==> src/rtl/avr_irq_ctrl_pkg.sv <==
// avr_irq_ctrl_pkg: register offsets and controller state encoding shared by the
// interrupt controller files.
`default_nettype none

package avr_irq_ctrl_pkg;

  localparam logic [1:0] REG_IER = 2'd0;
  localparam logic [1:0] REG_IPR = 2'd1;
  localparam logic [1:0] REG_ITR = 2'd2;
  localparam logic [1:0] REG_ISR = 2'd3;

  typedef enum logic [1:0] {
    ST_IDLE  = 2'd0,
    ST_REQ   = 2'd1,
    ST_INSVC = 2'd2
  } irq_state_t;

endpackage

`default_nettype wire

==> src/rtl/avr_irq_ctrl_prio.sv <==
// avr_irq_ctrl_prio: lowest-index priority encoder; index 0 is the highest priority.
`default_nettype none

module avr_irq_ctrl_prio #(
  parameter int N_SRC = 4,
  parameter int VEC_W = 2
) (
  input  logic [N_SRC-1:0] active,
  output logic             any,
  output logic [VEC_W-1:0] sel
);

  always_comb begin
    any = |active;
    sel = '0;
    // Scan downwards so the lowest set index is the last one written.
    for (int i = N_SRC - 1; i >= 0; i--) begin
      if (active[i]) sel = VEC_W'(i);
    end
  end

endmodule

`default_nettype wire

==> src/rtl/avr_irq_ctrl.sv <==
// avr_irq_ctrl: latches, masks and prioritises peripheral interrupt requests for the
// AVR core, with IER/IPR/ITR/ISR software registers and EOI re-arm.
`default_nettype none

module avr_irq_ctrl
  import avr_irq_ctrl_pkg::*;
#(
  parameter int INTR_WIDTH = 2
) (
  input  logic                         clk,
  input  logic                         rst,
  input  logic                         io_re,
  input  logic                         io_we,
  input  logic [1:0]                   io_a,
  input  logic [7:0]                   io_din,
  output logic [7:0]                   io_dout,
  input  logic [(1<<INTR_WIDTH)-1:0]   irq_in,
  output logic                         iflag,
  output logic [INTR_WIDTH-1:0]        ivect,
  input  logic                         irq_ack,
  input  logic [INTR_WIDTH-1:0]        irq_ack_vec
);

  localparam int N_IRQ = 1 << INTR_WIDTH;

  logic [N_IRQ-1:0] ier, itr, ipr, irq_q, ipr_nxt, active;
  logic             any;
  logic [INTR_WIDTH-1:0] sel;
  irq_state_t       state;
  logic [2:0]       svc_vec;
  logic             insvc;

  logic wr_ier, wr_ipr, wr_itr, eoi, ack_take;
  assign wr_ier   = io_we && (io_a == REG_IER);
  assign wr_ipr   = io_we && (io_a == REG_IPR);
  assign wr_itr   = io_we && (io_a == REG_ITR);
  assign eoi      = io_we && (io_a == REG_ISR);
  assign ack_take = irq_ack && (state == ST_REQ);

  logic unused_din;
  assign unused_din = &{1'b0, io_din};

  assign active = ipr & ier;

  avr_irq_ctrl_prio #(
    .N_SRC (N_IRQ),
    .VEC_W (INTR_WIDTH)
  ) u_prio (
    .active (active),
    .any    (any),
    .sel    (sel)
  );

  // Edge bits: a fresh edge wins over a same-cycle W1C or acknowledge.
  always_comb begin
    ipr_nxt = '0;
    for (int i = 0; i < N_IRQ; i++) begin
      if (itr[i]) begin
        ipr_nxt[i] = (irq_in[i] & ~irq_q[i]) |
                     (ipr[i] & ~(wr_ipr & io_din[i])
                             & ~(ack_take && (irq_ack_vec == INTR_WIDTH'(i))));
      end else begin
        ipr_nxt[i] = irq_in[i];
      end
    end
  end

  always_ff @(posedge clk or posedge rst) begin
    if (rst) begin
      ier   <= '0;
      itr   <= '0;
      ipr   <= '0;
      irq_q <= '0;
    end else begin
      irq_q <= irq_in;
      ipr   <= ipr_nxt;
      if (wr_ier) ier <= io_din[N_IRQ-1:0];
      if (wr_itr) itr <= io_din[N_IRQ-1:0];
    end
  end

  always_ff @(posedge clk or posedge rst) begin
    if (rst) begin
      state   <= ST_IDLE;
      iflag   <= 1'b0;
      ivect   <= '0;
      svc_vec <= '0;
      insvc   <= 1'b0;
    end else begin
      case (state)
        ST_IDLE: begin
          if (any) begin
            state <= ST_REQ;
            iflag <= 1'b1;
            ivect <= sel;
          end
        end
        ST_REQ: begin
          // An acknowledge is honoured even if the request vanished the same cycle.
          if (irq_ack) begin
            state   <= ST_INSVC;
            iflag   <= 1'b0;
            svc_vec <= 3'(irq_ack_vec);
            insvc   <= 1'b1;
          end else if (!any) begin
            state <= ST_IDLE;
            iflag <= 1'b0;
          end else begin
            ivect <= sel;
          end
        end
        ST_INSVC: begin
          if (eoi) begin
            state <= ST_IDLE;
            insvc <= 1'b0;
          end
        end
        default: begin
          state <= ST_IDLE;
          iflag <= 1'b0;
          insvc <= 1'b0;
        end
      endcase
    end
  end

  always_comb begin
    io_dout = '0;
    if (io_re) begin
      case (io_a)
        REG_IER: io_dout = 8'(ier);
        REG_IPR: io_dout = 8'(ipr);
        REG_ITR: io_dout = 8'(itr);
        default: io_dout = {insvc, 4'b0000, svc_vec};
      endcase
    end
  end

endmodule

`default_nettype wire

==> config.mk <==
export PLATFORM = sky130hd
export DESIGN_NAME = avr_irq_ctrl
export DESIGN_NICKNAME = d
export VERILOG_FILES = /design/src/rtl/avr_irq_ctrl_pkg.sv /design/src/rtl/avr_irq_ctrl_prio.sv /design/src/rtl/avr_irq_ctrl.sv
export SDC_FILE = /design/constraint.sdc
export NUM_CORES = 1
export LEC_CHECK = 0
export BUFFER_PORTS_ARGS = -buffer_cell sky130_fd_sc_hd__buf_4
export CAP_MARGIN = 0
export CORE_AREA = 2 2 50 52
export CTS_BUF_LIST = sky130_fd_sc_hd__clkbuf_4 sky130_fd_sc_hd__clkbuf_8 sky130_fd_sc_hd__clkbuf_16
export DETAILED_ROUTE_END_ITERATION = 7
export DIE_AREA = 0 0 52 54
export GPL_TIMING_DRIVEN = 0
export HOLD_SLACK_MARGIN = 0.05
export PLACE_DENSITY_LB_ADDON = 0.1
export SLEW_MARGIN = 20
export SYNTH_ARGS = -nofsm -noshare
export SYNTH_HDL_FRONTEND = slang
export SYNTH_SLANG_ARGS = --single-unit
==> constraint.sdc <==
create_clock -name clk -period 2.35 [get_ports clk]
set_input_delay 0.1175 -clock clk [delete_from_list [all_inputs] [get_ports clk]]
set_output_delay 0.1175 -clock clk [all_outputs]
set_load 0.05 [all_outputs]
==> results by group, run 1 <==
Status
  – Outcome: finished clean

Place
  – Post-DP Area: 1375 µm²
  – Final HPWL DP: 1768 µm
  – GPL Wtd Cong: 0.8158
  – Setup WS pre-CTS: 1018 ps
  – IO buf count: 22

Timing
  – Slew Viols, Final: 0
  – Setup tns final: 0 ps
  – Fin Hold WS: 50.81 ps
  – Final setup vio count: 0
  – Worst slew margin: 0.4084
  – RSZ-0062 raised after global routing: no
  – Period minus WS final: 1691 ps
  – Fmax: 0.5913 GHz
  – Clock Skew: 10.05 ps
  – Fin crit share: 0.7196
  – Final setup margin: 658.9 ps
  – Fin. Hold Viols: 0
  – Worst-margin pin slew: 886.4 ps

Critical path
  – CP max FO: 4
  – Critical path class: flop to primary output
  – Worst EP required: 2230 ps
  – Arrival time worst endpoint: 1570 ps
  – Crit end category: primary output
  – Critical path startpoint category: flop

CTS
  – CTS root buf: clkbuf_4
  – TritonCTS Sinks: 24
  – CTS tree: built
  – CTS Buffer Depth: 2
  – Num CTS Buffers: 3
  – Clock Latency Late Sink: 310 ps
  – H-tree Lvls: 1
  – Worst-path clk slew: 120 ps

Finish
  – Fin nets: 165
  – Fillers: 198
  – Share of layout cells above drive strength 1: 0.3099
  – Antenna diodes: 0
  – Design area: 1468 µm²
  – Area Overhead vs Synth: 25.99%

Floorplanning
  – Starting Density: 0.5022
  – Row count: 18
  – Chip Width: 52 µm
  – Core footprint: 2320 µm²
  – Die ar.: 2808 µm²
  – I/O pin cnt: 32
  – Die Ht: 54 µm

Synthesis
  – Syn Inst Count: 108
  – Cell area after synthesis: 1165 µm²
  – Top FF cell, synth: dfrtp_1
  – Post-Synth XOR/XNOR Area: 0
  – Avg Cell Area, Syn: 10.79 µm²
  – Asr flop ratio synth: 1.000
  – Synth Warn #: 0
  – Synth Area in Adders: 0
  – Largest family of logic cells by synthesized area: simple AND/OR/NAND/NOR gates
  – Mux cell area share after synthesis: 0.1429
  – Synth Area in Compound Gates: 0.09774
  – Simple-gate portion of the synthesized area: 0.1976
  – Distinct cell type count after synthesis: 29
  – Flops & latches, synth: 24
  – Register area share after synthesis: 0.5156
  – Post-synth EDFFs: 0

Global route
  – GRT Resource Usage Total: 0.1894
  – Global route total overflow: 0
  – Largest net degree at the start of global routing: 25
  – First-pass GRT wire length: 3795 µm
  – Initial antenna violation count: 0
  – Number of global-route vias before repair: 861

Detailed routing
  – Vias post-DR: 931
  – DRC Markers: 0
  – WL per Instance: 14.01 µm
  – Drt first pass iters: 4
  – DR iter-0 viols: 24
  – Via/cell ratio: 5.413
  – Post-DRT Antenna Nets: 0
  – DRT Wirelength: 2409 µm

Job
  – MaxCap Viol Count: 0

Power and ir drop
  – Total power: 1276 µW
  – Max VDD drop: 0.0006168 V
  – Pleak: 0.0006867 µW
  – Cell Pwr Density: 869.3 nW/µm²

Hold path
  – HP Class: input pin to flop
==> cell type report <==
| class | instances | area [µm²] | area share |
|---|---|---|---|
| flip-flops and latches | 24 | 600.6 | 0.4092 |
| multi-input cells | 78 | 521.8 | 0.3555 |
| repair buffers | 29 | 235.2 | 0.1603 |
| plain buffers | 5 | 38.79 | 0.02643 |
| well taps | 30 | 37.54 | 0.02558 |
| clock buffers | 3 | 22.52 | 0.01535 |
| inverters | 3 | 11.26 | 0.007673 |
==> sequential cells by signal, summed over array words and instances, names as in the netlist <==
name / cells
ier: 4
ipr: 4
irq_q: 4
itr: 4
ivect: 2
state: 2
svc_vec: 2
iflag: 1
insvc: 1
==> kinds of logic after synthesis <==
logic type / count (synthesis)
AO/OA/AOI/OAI: 18
flip-flops: 24
multiplexers: 13
AND/OR/NAND/NOR: 44
buffers and inverters: 8
other: 1
==> stage by stage <==
step                utilization  instances
floorplan                     -        110
global placement         0.5928        162
detailed placement       0.5928        162
CTS                      0.6284        171
global route             0.6327        172
finish                   0.6327        172
==> worst paths after layout <==
check / start / to / slack, ps / depth (start not counted)
worst max-delay path: ipr[1] / io_dout[1] / 660 / 3
worst min-delay path: io_din[0] / itr[0] / 50 / 2
worst max register to register: state[0] / ivect[0] / 1010 / 3
worst min register to register: svc_vec[0] / svc_vec[0] / 500 / 2
max in group asynchronous: rst / itr[2] / 1250 / 3
min in group asynchronous: rst / irq_q[0] / 540 / 3
==> routing by layer <==
layer	share of wire	vias to the layer above	global-route usage
met2	0.46	30	0.3080
met4	0.018	0	0.08772
met1	0.47	445	0.2473
met5	0	-	0
met3	0.051	7	0.03333
li1	-	449	-
==> power by group <==
part           switching, µW  total (µW)  internal (µW)
Clock                    112         172           59.9
Combinational            289         495            206
Sequential              90.8         609            518
==> synthesized netlist by cell type, types with 2 or more instances <==
cell type  instances  share of area
nand3b_1           2          0.013
o21ai_0            5          0.021
mux2i_1            2          0.017
mux2_2             9          0.087
dfrtp_1           24           0.52
inv_1              3         0.0097
and2_1             4          0.021
buf_4              3          0.019
nand2_1           22          0.071
nor2b_1            2          0.011
mux4_2             2          0.039
a21oi_1            6          0.026
a22oi_1            2          0.013
nand3_1            7          0.030
==> worst max-delay path, stage by stage, from the launching register on <==
cell and delay [ps]:
dfrtp_1 440, mux4_2 470, and2_1 170, buf_4 180
==> cell usage in the layout (no fill, tap or decap), drive strengths merged, types with 3 or more instances in the layout <==
cell type    synthesis  routed
dlygate4sd3          0       7
nand3                7       7
clkbuf               0       3
a21oi                6       6
buf                  5      27
mux2                 9       9
nand2               22      22
conb                 1       3
dfrtp               24      24
o21ai                5       5
inv                  3       3
and2                 4       4
==> timing repair <==
item,in CTS,in global routing
hold buffers,6,1
endpoints found under the hold margin,33,1
gates resized for setup,0,0
setup buffers,0,0
No activity file was read; power rests on OpenSTA's default activity.
==> run 2: changes to the inputs <==
Settings changed: CORE_AREA 2 2 50 52 to 2 2 52 54, DIE_AREA 0 0 52 54 to 0 0 54 56.
Clock period 2.35 ns to 1.71 ns, I/O delays scaled along.
==> run 2 against run 1 <==
Compared with the run above:
- non-clock buffer count increased by 4
- via count increased by 2.6%
- combinational power increased by 38%
- wire length decreased by 1.1%
- sequential share of layout area decreased by 1.1 points
- sequential cell count unchanged
- clock skew decreased by 8.8 ps
- clock power increased by 34%
- global-route usage decreased by 0.84 points
- critical path type unchanged
==> results by group, run 2 (synthesized netlist as in run 1, its figures left out) <==
Timing
  – Clock Skew: 1.248 ps
  – Worst slew margin: 0.4090
  – Fmax: 0.6107 GHz
  – Setup tns final: 0 ps
  – RSZ-0062 raised after global routing: no
  – Period minus WS final: 1637 ps
  – Worst-margin pin slew: 885.5 ps
  – Fin. Hold Viols: 0
  – Final setup vio count: 0
  – Fin crit share: 0.9576
  – Slew Viols, Final: 0
  – Final setup margin: 72.54 ps

Place
  – Final HPWL DP: 1768 µm
  – Placed cell count: 162
  – GPL Wtd Cong: 0.8304
  – IO buf count: 22
  – Setup WS pre-CTS: 378.3 ps

Power and ir drop
  – Sw Share: 0.3824
  – Sequential share of power: 0.479
  – Max VDD drop: 0.0008705 V
  – Clock share of power: 0.132
  – Logic pwr share: 0.390
  – Internal: 1083 µW
  – Cell Pwr Density: 1163 nW/µm²
  – NetSw: 670.7 µW
  – Pleak: 0.0007034 µW

Hold path
  – Hold Path Depth: 3
  – Hold path start: irq_ack
  – HP Class: input pin to flop
  – Hold EP: iflag

Detailed routing
  – Drt first pass iters: 4
  – Routed met3 length: 106 µm
  – Via/cell ratio: 5.426
  – WL per Instance: 13.54 µm
  – DRC Markers: 0
  – DR iter-0 viols: 18
  – Metal-1 WL: 1099 µm
  – DRT Wirelength: 2383 µm
  – Post-DRT Antenna Nets: 0
  – Highest metal used: met4
  – Vias post-DR: 955
  – WL met2: 1112 µm

Finish
  – Most common cell after layout, fill and taps aside: buf_4
  – Most frequent cells in the layout: buf_4 (25), dfrtp_1 (24), nand2_1 (22), dlygate4sd3_1 (11), mux2_2 (9)
  – Fin nets: 169
  – Share of layout cells above drive strength 1: 0.3014
  – Final core occ: 0.6199
  – Area Overhead vs Synth: 29.43%
  – Antenna diodes: 0
  – Fillers: 206
  – Finished Layout Cells: 176

Critical path
  – Critical path startpoint category: flop
  – CP max-delay cell: mux4_2
  – Critical Path, Cell by Cell: mux4_2 > and2_1 > buf_4
  – Worst EP required: 1620 ps
  – Reg2reg setup slack: 390 ps
  – Arrival time worst endpoint: 1550 ps
  – Reg2reg start: state[0]
  – Delay-heaviest family, CP: multiplexers
  – Crit end category: primary output
  – Crit Reg-Reg Endpoint: ivect[0]
  – Critical path class: flop to primary output
  – CP bufs+invs: 1
  – Max stage delay on crit path: 470 ps
  – CP max FO: 4
  – R2R depth: 3

Job
  – MaxCap Viol Count: 0

CTS
  – CTS root buf: clkbuf_4
  – CTS tree: built
  – Num CTS Buffers: 3
  – Worst-path clk slew: 110 ps
  – Post-CTS Setup Bufs: 0
  – CTS Buffer Depth: 2
  – TritonCTS Sinks: 24
  – H-tree Lvls: 1
  – Clock Latency Late Sink: 300 ps

Floorplanning
  – Row count: 18
  – Die ar.: 3024 µm²
  – Starting Density: 0.4789
  – I/O pin cnt: 32
  – Chip Width: 54 µm
  – Die Ht: 56 µm
  – Core footprint: 2432 µm²

Global route
  – Number of global-route vias before repair: 939
  – Global route total overflow: 0
  – Largest net degree at the start of global routing: 25
  – Initial antenna violation count: 0
  – First-pass GRT wire length: 4050 µm
  – GRT Resource Usage Total: 0.1810

Status
  – Outcome: finished clean
[run 2: worst max path at each step]
stage,startpoint,end,slack (ps),depth (start not counted)
CTS,itr[0],io_dout[0],50,3
finish,itr[0],io_dout[0],70,3
floorplan,itr[0],io_dout[0],480,2
detailed placement,state[0],ivect[0],380,3
global route,itr[0],io_dout[0],5,3
global placement,state[0],ivect[0],410,3
[run 2: routing by layer]
layer / vias to the layer above / GRT usage
met5: - / 0
met4: 0 / 0.09643
met3: 7 / 0.02688
met2: 32 / 0.2700
met1: 464 / 0.2487
li1: 452 / -
[run 2: power groups by stage]
| stage | Combinational (µW) | Clock [µW] | Sequential, µW |
|---|---|---|---|
| 6_report | 683 | 231 | 839 |
| 5_1_grt | 748 | 265 | 864 |
| 4_1_cts | 691 | 246 | 837 |
| 3_5_place_dp | 668 | 0 | 851 |
| 3_3_place_gp | 658 | 0 | 841 |
| 2_1_floorplan | 380 | 0 | 935 |
[run 2: layout make-up]
type / count / area, µm² / share of cell area
repair buffers: 33 / 275.3 / 0.1826
multi-input cells: 78 / 521.8 / 0.3461
flip-flops and latches: 24 / 600.6 / 0.3983
inverters: 3 / 11.26 / 0.007469
well taps: 30 / 37.54 / 0.02490
plain buffers: 5 / 38.79 / 0.02573
clock buffers: 3 / 22.52 / 0.01494
[run 2: tightest hold or removal path, stage by stage]
cell	delay, ps
buf_4	110
nor2b_1	40
o2bb2ai_1	110
[run 2: stage by stage]
stage | cell area, µm² | hold slack (ps) | power (µW)
floorplan | 1172 | 100.1 | 1315
global placement | 1375 | 205.0 | 1499
detailed placement | 1375 | 205.9 | 1519
CTS | 1508 | 68.87 | 1774
global route | 1508 | 71.13 | 1877
finish | 1508 | 74.03 | 1754
[run 2: repair_timing]
action / 4_1_cts / 5_1_grt
hold buffers: 11 / 0
resized for setup: 0 / 0
endpoints found under the hold margin: 42 / 0
